### config.mk
export PLATFORM = sky130hd
export DESIGN_NAME = key_cmd_scheduler
export DESIGN_NICKNAME = d
export VERILOG_FILES = /design/src/rtl/key_cmd_scheduler.sv
export SDC_FILE = /design/constraint.sdc
export NUM_CORES = 1
export LEC_CHECK = 0
export CAP_MARGIN = 20
export CORE_UTILIZATION = 67
export DETAILED_ROUTE_END_ITERATION = 10
export PLACE_DENSITY = 0.88
export SETUP_SLACK_MARGIN = 0.5
export SYNTH_ARGS = -nofsm -noshare
export SYNTH_HDL_FRONTEND = slang
export SYNTH_SLANG_ARGS = --single-unit
### constraint.sdc
create_clock -name clk -period 3.5 [get_ports clk]
set_input_delay 0.875 -clock clk [delete_from_list [all_inputs] [get_ports clk]]
set_output_delay 0.875 -clock clk [all_outputs]
set_load 0.02 [all_outputs]
### src/rtl/key_cmd_scheduler.sv
// Key command scheduler: turns debounced key presses and hold-to-repeat events into
// sticky pending commands and presents them one at a time on a valid/ready port.
module key_cmd_scheduler #(
    parameter int unsigned REPEAT_DELAY = 6720000,
    parameter int unsigned REPEAT_RATE  = 2100000
) (
    input  logic       clk,
    input  logic       rst,
    input  logic       enable,
    input  logic [3:0] key_press,
    input  logic [3:0] key_held,
    output logic       cmd_valid,
    output logic [1:0] cmd_code,
    input  logic       cmd_ready
);
    // Handshake: a command transfers in any cycle where cmd_valid && cmd_ready; while
    // cmd_valid is high and cmd_ready is low, cmd_valid and cmd_code stay stable.

    typedef enum logic [1:0] {
        ST_IDLE   = 2'd0,
        ST_DELAY  = 2'd1,
        ST_REPEAT = 2'd2
    } rep_state_e;

    localparam logic [31:0] DELAY_LAST = 32'(REPEAT_DELAY - 1);
    localparam logic [31:0] RATE_LAST  = 32'(REPEAT_RATE - 1);

    // Element i of the repeat arrays serves key bit i+1 (left, right, down).
    rep_state_e  state_q [3];
    rep_state_e  state_d [3];
    logic [31:0] cnt_q   [3];
    logic [31:0] cnt_d   [3];
    logic [2:0]  force_idle;
    logic [2:0]  rep_ev;
    logic        lr_both;

    logic [3:0]  pend_q;
    logic [3:0]  pend_d;
    logic [3:0]  pend_clr;
    logic        load;
    logic        cmd_valid_q;
    logic        cmd_valid_d;
    logic [1:0]  cmd_code_q;
    logic [1:0]  cmd_code_d;

    always_comb begin
        lr_both = key_held[1] & key_held[2];
        for (int i = 0; i < 3; i++) begin
            state_d[i]    = state_q[i];
            cnt_d[i]      = cnt_q[i];
            rep_ev[i]     = 1'b0;
            force_idle[i] = !enable || !key_held[i+1] || ((i != 2) && lr_both);
            if (force_idle[i]) begin
                state_d[i] = ST_IDLE;
                cnt_d[i]   = '0;
            end else begin
                case (state_q[i])
                    ST_IDLE: begin
                        if (key_press[i+1]) begin
                            state_d[i] = ST_DELAY;
                            cnt_d[i]   = '0;
                        end
                    end
                    ST_DELAY: begin
                        if (cnt_q[i] == DELAY_LAST) begin
                            state_d[i] = ST_REPEAT;
                            cnt_d[i]   = '0;
                            rep_ev[i]  = 1'b1;
                        end else begin
                            cnt_d[i] = cnt_q[i] + 32'd1;
                        end
                    end
                    ST_REPEAT: begin
                        if (cnt_q[i] == RATE_LAST) begin
                            cnt_d[i]  = '0;
                            rep_ev[i] = 1'b1;
                        end else begin
                            cnt_d[i] = cnt_q[i] + 32'd1;
                        end
                    end
                    default: begin
                        state_d[i] = ST_IDLE;
                        cnt_d[i]   = '0;
                    end
                endcase
            end
        end
    end

    // Output stage selects from the registered pending bits; new events land one cycle later.
    always_comb begin
        load        = enable && (!cmd_valid_q || cmd_ready);
        pend_clr    = 4'b0000;
        cmd_valid_d = cmd_valid_q;
        cmd_code_d  = cmd_code_q;
        if (load) begin
            cmd_valid_d = |pend_q;
            if (pend_q[0]) begin
                cmd_code_d = 2'd0;
                pend_clr   = 4'b0001;
            end else if (pend_q[1]) begin
                cmd_code_d = 2'd1;
                pend_clr   = 4'b0010;
            end else if (pend_q[2]) begin
                cmd_code_d = 2'd2;
                pend_clr   = 4'b0100;
            end else if (pend_q[3]) begin
                cmd_code_d = 2'd3;
                pend_clr   = 4'b1000;
            end
        end else if (!enable && cmd_ready) begin
            cmd_valid_d = 1'b0;
        end
        // Setting after clearing lets a same-cycle event survive the load.
        if (enable) begin
            pend_d = (pend_q & ~pend_clr) | key_press | {rep_ev, 1'b0};
        end else begin
            pend_d = 4'b0000;
        end
    end

    always_ff @(posedge clk) begin
        if (rst) begin
            for (int i = 0; i < 3; i++) begin
                state_q[i] <= ST_IDLE;
                cnt_q[i]   <= '0;
            end
            pend_q      <= '0;
            cmd_valid_q <= 1'b0;
            cmd_code_q  <= 2'd0;
        end else begin
            for (int i = 0; i < 3; i++) begin
                state_q[i] <= state_d[i];
                cnt_q[i]   <= cnt_d[i];
            end
            pend_q      <= pend_d;
            cmd_valid_q <= cmd_valid_d;
            cmd_code_q  <= cmd_code_d;
        end
    end

    assign cmd_valid = cmd_valid_q;
    assign cmd_code  = cmd_code_q;

endmodule

==> metrics.txt <==
Longest Clk Path Bufs 2; first-pass GRT wire length 25600 um; IO Count 15; LEAKAGE 2.16 nW; clk slew on worst S/H paths 110 ps; Vias per Instance 6.84; final worst path period need 2770 ps; hold path endpoint cnt_q[0][31]; clock sink count 109; CTS buffer count 9; Synth Area in Compound Gates 19.9%; synthesized net count 817; mapped cell area 6180 um^2; reg2reg setup slack 730 ps; final wirelength 14800 um; Synth top area share 35.3%; Adder-Cell Fraction of Synth Area 3.04%; diode count 0; WHS Path Cells 1; register bit total from synthesis 109; largest net degree at the start of global routing 58; Reg-to-Reg End cnt_q[0][37]; drt first pass iters 5; CTS root buf clkbuf_8; post-CTS setup buffers 0; starting density of the core 70.2%; Hold Path Class flop to flop; largest family of logic cells by synthesized area simple AND/OR/NAND/NOR gates; RSZ-0062 raised after global routing false; vias in the first global route 5814; simple-gate portion of the synthesized area 35.9%; met2 Use GR 54.8%; max-cap check violation count 0; R2R depth 8; Seq/Total Area, Yosys 35.3%; die area 9610 um^2; port bufs 13; routing usage on met3 6.73%; gpl congestion 0.882; Area Overhead vs Synth 7.19%; crit path DAT 3050 ps; die width 98.0 um; Netlist cell types 68; CTS tree built; crit end category flop; setup TNS 0 ps; status complete, no violations; clk_lat worst skew 390 ps; Tcrit/Tclk final 79.1%; XOR/XNOR share of the synthesized area 0.567%; busiest grt layer met2; critical path type flop to flop; commonest non-fill, non-tap cell in the layout dfxtp_1; vias after detailed routing 6150; commonest non-fill, non-tap cells in the layout dfxtp_1, nand2_1, nand3_1; initial DRC count 391; Post-route DRC 0; Worst-Margin Slew 807 ps; total power 2.23 mW; Hold Crit Start cnt_q[0][31]; Pwr Density 337 nW/um^2; synthesized area per cell 7.82 um^2; Yosys Warn Count 0; routing usage on met1 39.0%; Hold Slack 493 ps; Main synth FF type dfxtp_1; layout cells sized above 1 5.82%; Core Footprint 8810 um^2; setup violators final 0; number of synthesized flops with an enable pin 0; mux cell area share after synthesis 0.810%; Setup Skew 16.6 ps; Crit Path Max Fanout 46; Row Count 34; ys async rst share 0%; cts hold-fix bufs 0; worst r2r src cnt_q[0][33]; highest clock rate 361 MHz; gr ovfl total 0; final hold violation count 0; CP Launch Type flop; Slew HR 45.8%; antenna violations before repair 0; Avg WL per Cell 16.5 um; synth top area cells dfxtp_1, nand3_1, nand2_1; Nets 813; H-Tree Depth 3; Die Ht 98.0 um; VDD IR max 0.196 mV; HPWL Detailed 10200 um; area leader, netlist dfxtp_1; GRT Util Overall 32.0%; CP required 3780 ps; Gate Count Post-Synth 790; Pins Over Slew Limit 0; antenna-violating nets left 0
-- synthesized netlist by cell type (all sizes together), types with 3 or more instances --
| cell | instances |
|---|---|
| a31oi | 50 |
| nor4 | 11 |
| o31ai | 9 |
| a22o | 8 |
| a41oi | 4 |
| or3 | 13 |
| o21ai | 19 |
| dfxtp | 109 |
| or4 | 15 |
| nor3 | 23 |
| o311ai | 13 |
| nand4 | 20 |
| xnor2 | 3 |
| and4 | 11 |
| buf | 13 |
| a21oi | 41 |
| ha | 15 |
| o22ai | 4 |
| nand3b | 5 |
| inv | 23 |
| nand3 | 82 |
| mux2i | 5 |
| nand2b | 15 |
| nand4b | 6 |
| or2 | 4 |
| a221o | 4 |
| and2 | 8 |
| nor4b | 8 |
| clkbuf | 26 |
| nor2b | 5 |
| and3 | 25 |
| nor2 | 54 |
| a211oi | 3 |
| nand2 | 103 |
| a21o | 10 |
-- logic make-up (layout without fill, tap and decap cells) --
family	Yosys count	in the layout
flops	109	109
fa+ha+maj	15	15
simple gates	414	414
buf+inv	62	63
xor+xnor	4	4
mux	5	5
compound gates	181	181
-- stage by stage --
step / std cells / utilization, % / area (um^2) / setup WS, ps
after floorplan: 790 / - / 6180 / 852
after detailed placement: 883 / 72.4 / 6380 / 180
after global routing: 899 / 75.2 / 6620 / 559
after CTS: 899 / 75.1 / 6620 / 598
final: 899 / 75.2 / 6620 / 731
after global placement: 883 / 72.4 / 6380 / 294
-- metal layers --
metal	part of all wire (%)	wire length, um
met2	50	7380
met4	2.3	342
met1	42	6270
met3	5.6	828
met5	0	0
-- registers in the layout (all words and copies together), names as in the netlist --
signal / flops
pend_q: 4
cnt_q: 96
state_q: 6
cmd_valid: 1
cmd_code: 2
-- where the power goes --
part / internal, mW / leakage (nW) / switching, mW
clock network: 0.438 / 0.121 / 0.463
logic: 0.0335 / 1.16 / 0.0493
registers: 1.24 / 0.879 / 0.00457
total: 1.72 / 2.16 / 0.517
-- final cells by class --
| class | instances | area, um^2 |
|---|---|---|
| clock buffers | 10 | 138 |
| well taps | 108 | 135 |
| flip-flops and latches | 109 | 2180 |
| inverters | 23 | 86.3 |
| multi-input cells | 619 | 3740 |
| fillers | 677 | 2180 |
| repair buffers | 24 | 238 |
| clock inverters | 6 | 100 |
-- timing repair --
action | 4_1_cts | 5_1_grt
setup endpoints to repair | 0 | 15
endpoints found under the hold margin | 0 | 0
gates resized for setup | 0 | 2
-- worst max-delay path by stage --
stage                              end  slack, ps  cells past startpoint          from
after floorplan           cnt_q[0][28]        850                      9           rst
after global placement    cnt_q[0][70]        290                      7           rst
after detailed placement  cnt_q[0][80]        180                      6           rst
after CTS                 cnt_q[0][70]        600                      7           rst
after global routing      cnt_q[0][29]        560                      8   cnt_q[0][1]
final                     cnt_q[0][37]        730                      8  cnt_q[0][33]
-- worst max-delay path, cell delays in order, from the launching register on --
cell     delay [ps]
dfxtp_1         420
ha_1            250
nand3_1         230
or4_4           610
o31ai_4         340
a21oi_2         120
buf_12          200
and3_2          210
a221o_2         290
(Power assumes the default switching activity.)
